[config.mk]
export PLATFORM = sky130hd
export DESIGN_NAME = mmio_timer
export DESIGN_NICKNAME = d
export VERILOG_FILES = /design/src/rtl/mmio_timer.sv
export SDC_FILE = /design/constraint.sdc
export NUM_CORES = 1
export LEC_CHECK = 0
export BUFFER_PORTS_ARGS = -buffer_cell sky130_fd_sc_hd__clkbuf_2
export CAP_MARGIN = 40
export CORE_ASPECT_RATIO = 0.5
export CORE_MARGIN = 3
export CORE_UTILIZATION = 45
export DETAILED_ROUTE_END_ITERATION = 6
export PLACE_DENSITY = 0.75
export SETUP_SLACK_MARGIN = 0.02
export SLEW_MARGIN = 20
export SYNTH_ARGS = -nofsm -noshare
export SYNTH_HDL_FRONTEND = slang
export SYNTH_SLANG_ARGS = --single-unit
[constraint.sdc]
create_clock -name clk -period 6 [get_ports clk]
set_clock_uncertainty 0.1 [all_clocks]
set_input_delay 0 -clock clk [delete_from_list [all_inputs] [get_ports clk]]
set_output_delay 0 -clock clk [all_outputs]
set_load 0.01 [all_outputs]
[src/rtl/mmio_timer.sv]
`default_nettype none
// ============================================================================
// mmio_timer : memory-mapped countdown timer (CTRL/PRESET/COUNT) raising a
//              level interrupt on expiry. MMIO_TIMER_AUTORELOAD_EN adds reload.
// Revision   : 1.0
// ============================================================================
module mmio_timer #(
    parameter int PRESET_W = 32
) (
    input  logic        clk,
    input  logic        reset,
    input  logic        sel,
    input  logic        we,
    input  logic [31:0] addr,
    input  logic [31:0] wd,
    output logic [31:0] rd,
    output logic        irq
);

    localparam logic [1:0] S_IDLE   = 2'd0;
    localparam logic [1:0] S_LOAD   = 2'd1;
    localparam logic [1:0] S_CNT    = 2'd2;
    localparam logic [1:0] S_INT    = 2'd3;

    localparam logic [1:0] A_CTRL   = 2'd0;
    localparam logic [1:0] A_PRESET = 2'd1;
    localparam logic [1:0] A_COUNT  = 2'd2;

    logic [1:0]          state_q, state_d;
    logic                en_q, en_d;
    logic                im_q, im_d;
    logic                pend_q, pend_d;
    logic [PRESET_W-1:0] preset_q, preset_d;
    logic [PRESET_W-1:0] count_q, count_d;

    logic        w_wr_ctrl;
    logic        w_wr_preset;
    logic        w_en_eff;
    logic        w_reload;
    logic [1:0]  w_mode;
    logic [31:0] w_preset_rd;
    logic [31:0] w_count_rd;
    logic        w_unused;

    assign w_wr_ctrl   = sel & we & (addr[3:2] == A_CTRL);
    assign w_wr_preset = sel & we & (addr[3:2] == A_PRESET);
    // FSM decisions see EN as it will be after this cycle's store.
    assign w_en_eff    = w_wr_ctrl ? wd[0] : en_q;
    assign w_unused    = ^{addr[31:4], addr[1:0], wd};

`ifdef MMIO_TIMER_AUTORELOAD_EN
    logic [1:0] mode_q;

    always_ff @(posedge clk or negedge reset) begin
        if (!reset) begin
            mode_q <= 2'b00;
        end else if (w_wr_ctrl) begin
            mode_q <= wd[2:1];
        end
    end

    assign w_mode = mode_q;
`else
    assign w_mode = 2'b00;
`endif

    assign w_reload = (w_mode == 2'b01);

    generate
        if (PRESET_W < 32) begin : g_pad
            assign w_preset_rd = {{(32-PRESET_W){1'b0}}, preset_q};
            assign w_count_rd  = {{(32-PRESET_W){1'b0}}, count_q};
        end else begin : g_full
            assign w_preset_rd = preset_q[31:0];
            assign w_count_rd  = count_q[31:0];
        end
    endgenerate

    always_comb begin
        state_d  = state_q;
        en_d     = en_q;
        im_d     = im_q;
        pend_d   = pend_q;
        preset_d = preset_q;
        count_d  = count_q;

        if (w_wr_preset) begin
            preset_d = wd[PRESET_W-1:0];
        end
        if (w_wr_ctrl || w_wr_preset) begin
            pend_d = 1'b0;
        end

        case (state_q)
            S_IDLE: begin
                if (w_en_eff) begin
                    state_d = S_LOAD;
                end
            end
            S_LOAD: begin
                count_d = preset_q;
                state_d = S_CNT;
            end
            S_CNT: begin
                if (!w_en_eff) begin
                    state_d = S_IDLE;
                end else if (count_q <= PRESET_W'(1)) begin
                    count_d = '0;
                    state_d = S_INT;
                end else begin
                    count_d = count_q - PRESET_W'(1);
                end
            end
            default: begin
                // Setting PEND here overrides the software clear above.
                pend_d = 1'b1;
                if (w_reload) begin
                    state_d = S_LOAD;
                end else begin
                    en_d    = 1'b0;
                    state_d = S_IDLE;
                end
            end
        endcase

        // A store to CTRL beats the FSM's own EN clear.
        if (w_wr_ctrl) begin
            en_d = wd[0];
            im_d = wd[3];
        end
    end

    always_ff @(posedge clk or negedge reset) begin
        if (!reset) begin
            state_q  <= S_IDLE;
            en_q     <= 1'b0;
            im_q     <= 1'b0;
            pend_q   <= 1'b0;
            preset_q <= '0;
            count_q  <= '0;
        end else begin
            state_q  <= state_d;
            en_q     <= en_d;
            im_q     <= im_d;
            pend_q   <= pend_d;
            preset_q <= preset_d;
            count_q  <= count_d;
        end
    end

    always_comb begin
        rd = 32'd0;
        if (sel) begin
            case (addr[3:2])
                A_CTRL:   rd = {28'd0, im_q, w_mode, en_q};
                A_PRESET: rd = w_preset_rd;
                A_COUNT:  rd = w_count_rd;
                default:  rd = 32'd0;
            endcase
        end
    end

    assign irq = pend_q & im_q;

endmodule
`default_nettype wire

==> impl_metrics.json <==
{
  "power_leakage_uw": 0.00218,
  "synth_ff_type": "sky130_fd_sc_hd__dfrtp_1",
  "synth-async-reset-ratio_pct": 100,
  "clock_transition_at_the_registers_of_the_reported_paths_ps": 50,
  "endpoint_kind": "flop",
  "number_of_drc_violations_after_detailed_routing": 0,
  "io_buffer_count": 70,
  "crit_path_top_delay_cell": "sky130_fd_sc_hd__nor4_2",
  "critical_path_peak_fanout": 20,
  "cts_buffers": 9,
  "max_slew_margin_pct": 42.7,
  "worst_pin_slew_ps": 852,
  "post_synth_instance_area_um2": 4010,
  "boundaryPins": 101,
  "tritoncts": "done",
  "ir_drop_mv": 0.236,
  "synth.avg_cell_area_um2": 9.73,
  "finish.net_count": 578,
  "yosys-top-cells-area": "sky130_fd_sc_hd__dfrtp_1 43%, sky130_fd_sc_hd__mux2_2 9.6%, sky130_fd_sc_hd__a22oi_1 9.0%",
  "synth-seq-cells": 69,
  "critical_path.top_delay_family": "simple AND/OR/NAND/NOR gates",
  "wl_per_cell_um": 17.7,
  "fin_crit_sh_pct": 47.5,
  "placedInstanceArea_um2": 4490,
  "cp.arrival_ps": 2970,
  "worstSkewPairLatency_ps": 340,
  "finalHoldViolCount": 0,
  "gp_routability_congestion": 0.854,
  "placeableCoreArea_um2": 8320,
  "postSynthNetCount": 482,
  "post_drt_via_cell_ratio": 6.03,
  "period_minus_slack_ps": 2850,
  "timing.critical_path.from_type": "flop",
  "grt_first_pass_wirelength_um": 18300,
  "antenna-diode-count": 0,
  "finalNonFillerCells": 625,
  "hp-start": "addr[2]",
  "layout-drive-gt1-share_pct": 27.3,
  "die_x_um": 139,
  "place.detailed.hpwl_um": 7290,
  "run_status": "finished clean",
  "hold_path_depth": 3,
  "setup_viol": 0,
  "ctsLongestPathBuffers": 2,
  "critPathMaxStageDelay_ps": 630,
  "route.final.wire_length_um": 11100,
  "reg2reg_setup_slack_ps": 3150,
  "setup-tns-final_ps": 0,
  "synth_cells": 412,
  "drtIter0Drc": 316,
  "wp_data_required_ps": 6120,
  "startpoint": "count_q[12]$_DFFE_PN0P_",
  "yosys.area.top_type_share_pct": 43.1,
  "synth-edff-count": 0,
  "yosys_warnings": 0,
  "cap_viol_max_count": 0,
  "timing.reg2reg.worst_path_depth": 6,
  "clock_tree.htree_level_count": 3,
  "most-common-layout-cells": "69 x sky130_fd_sc_hd__dfrtp_1, 69 x sky130_fd_sc_hd__clkbuf_2, 48 x sky130_fd_sc_hd__a22oi_1",
  "syn2layout_area_growth_pct": 28.4,
  "report.final.slew_viol_count": 0,
  "rows": 23,
  "die_height_um": 72.7,
  "design_area_um2": 5150,
  "antenna_violating_nets_post_route": 0,
  "clock.fmax_mhz": 351,
  "vias": 3767,
  "grt_antenna_before_repair": 0,
  "detailedRoute.firstPassIterationCount": 5,
  "initial_core_util_pct": 48.2,
  "power_density_nw_per_um2": 424,
  "yosysUniqueCellTypes": 48,
  "crit_chain": "nor4_2 -> nor4b_4 -> a31oi_2 -> buf_4 -> a32oi_1 -> o2bb2ai_1",
  "grt_pass1_vias": 3537,
  "hold_slack_ps": 87.0,
  "crit_buf_inv": 1,
  "timing.setup.critical_path_class": "reg2reg",
  "grt_setup_unrepaired": "false",
  "hold_class": "in2reg",
  "worstReg2RegStart": "count_q[12]$_DFFE_PN0P_",
  "leading_area_contributor_after_synthesis": "sky130_fd_sc_hd__dfrtp_1",
  "grt-ovfl-total": 0,
  "critical_path_cell_count": 6,
  "groute.usage.overall_pct": 22.6,
  "clock_tree.root_cell": "sky130_fd_sc_hd__clkbuf_16",
  "clkSinkCount": 69,
  "synth.yosys.seq_area_share_pct": 43.1,
  "die-area_um2": 10100,
  "dp_cells": 574,
  "maximum_number_of_pins_on_one_net_before_global_route_repair": 39,
  "postCtsSetupRepairBufs": 0
}
[worst paths after layout]
check / to
min in group asynchronous: preset_q[10]$_DFFE_PN0P_
worst max-delay path: count_q[14]$_DFFE_PN0P_
worst min-delay path: im_q$_DFFE_PN0P_
worst max register to register: count_q[14]$_DFFE_PN0P_
max in group asynchronous: preset_q[25]$_DFFE_PN0P_
worst min register to register: pend_q$_DFFE_PN0P_
[state kept, by name (all words and copies together) (netlist names)]
| name | cells |
|---|---|
| im_q | 1 |
| pend_q | 1 |
| count_q | 32 |
| en_q | 1 |
| preset_q | 32 |
| state_q | 2 |
[timing repair]
| item | CTS | global route |
|---|---|---|
| endpoints found under the hold margin | 73 | 0 |
| hold buffers | 35 | 0 |
| gates resized for setup | 0 | 0 |
[per-stage QoR]
step / util (%) / power [uW] / setup slack (ps)
final: 61.9 / 2180 / 3150
after detailed placement: 53.9 / 1600 / 3140
after global placement: 53.4 / 1570 / 2400
after floorplan: - / 1360 / 3540
after CTS: 61.9 / 2180 / 3180
after global routing: 61.9 / 2330 / 2920
[per-layer routing]
metal  wire, um  share of wire [%]  global-route usage [%]
met5          0                  0                       0
met4        158                1.4                    7.59
met3        819                7.4                    6.28
met2       4780                 43                    33.0
met1       5330                 48                    32.5
[synth_stat cells (all sizes together), types with 3 or more instances]
library cell and number:
nor4 7, clkbuf 26, o22ai 3, nand3b 4
nand2 22, a21oi 5, nand3 30, buf 5
and2 6, mux2i 3, mux2 34, nor2 12
inv 6, a31oi 4, a22oi 48, nor2b 33
o211ai 7, nor3 11, nand4 3, a32oi 6
o311ai 5, dfrtp 69, or4 9, o21ai 15
or3 12, o2bb2ai 6
[worst reg2reg max path, delay by kind of cell (launching register included)]
kind                   cells  cell delay, ps
AO/OA/AOI/OAI              3             670
buffers and inverters      1             320
AND/OR/NAND/NOR            2            1160
flip-flops                 1             480
[area by class of cell]
class / count / area [um2]
Sequential cell: 69 / 1730
Inverter: 7 / 26.3
Tap cell: 112 / 140
Clock buffer: 12 / 267
Fill cell: 716 / 3170
Multi-Input combinational cell: 305 / 2150
Clock inverter: 4 / 45.0
Timing Repair Buffer: 116 / 796
[report_power, final]
part | switching (uW) | total [uW] | leakage, uW | internal [uW]
Clock | 194 | 547 | 0.000158 | 353
Combinational | 432 | 775 | 0.00118 | 344
Sequential | 227 | 862 | 0.000844 | 635
[logic make-up after synthesis]
group / Yosys count / synth area share [%]
buffers and inverters: 38 / 3.62
AOI/OAI and AO/OA: 108 / 19.6
muxes: 37 / 10.3
and+or+nand+nor: 158 / 22.8
DFF: 69 / 43.1
adders and majority gates: 2 / 0.624
Note: power is estimated with default switching activity, not from simulation.
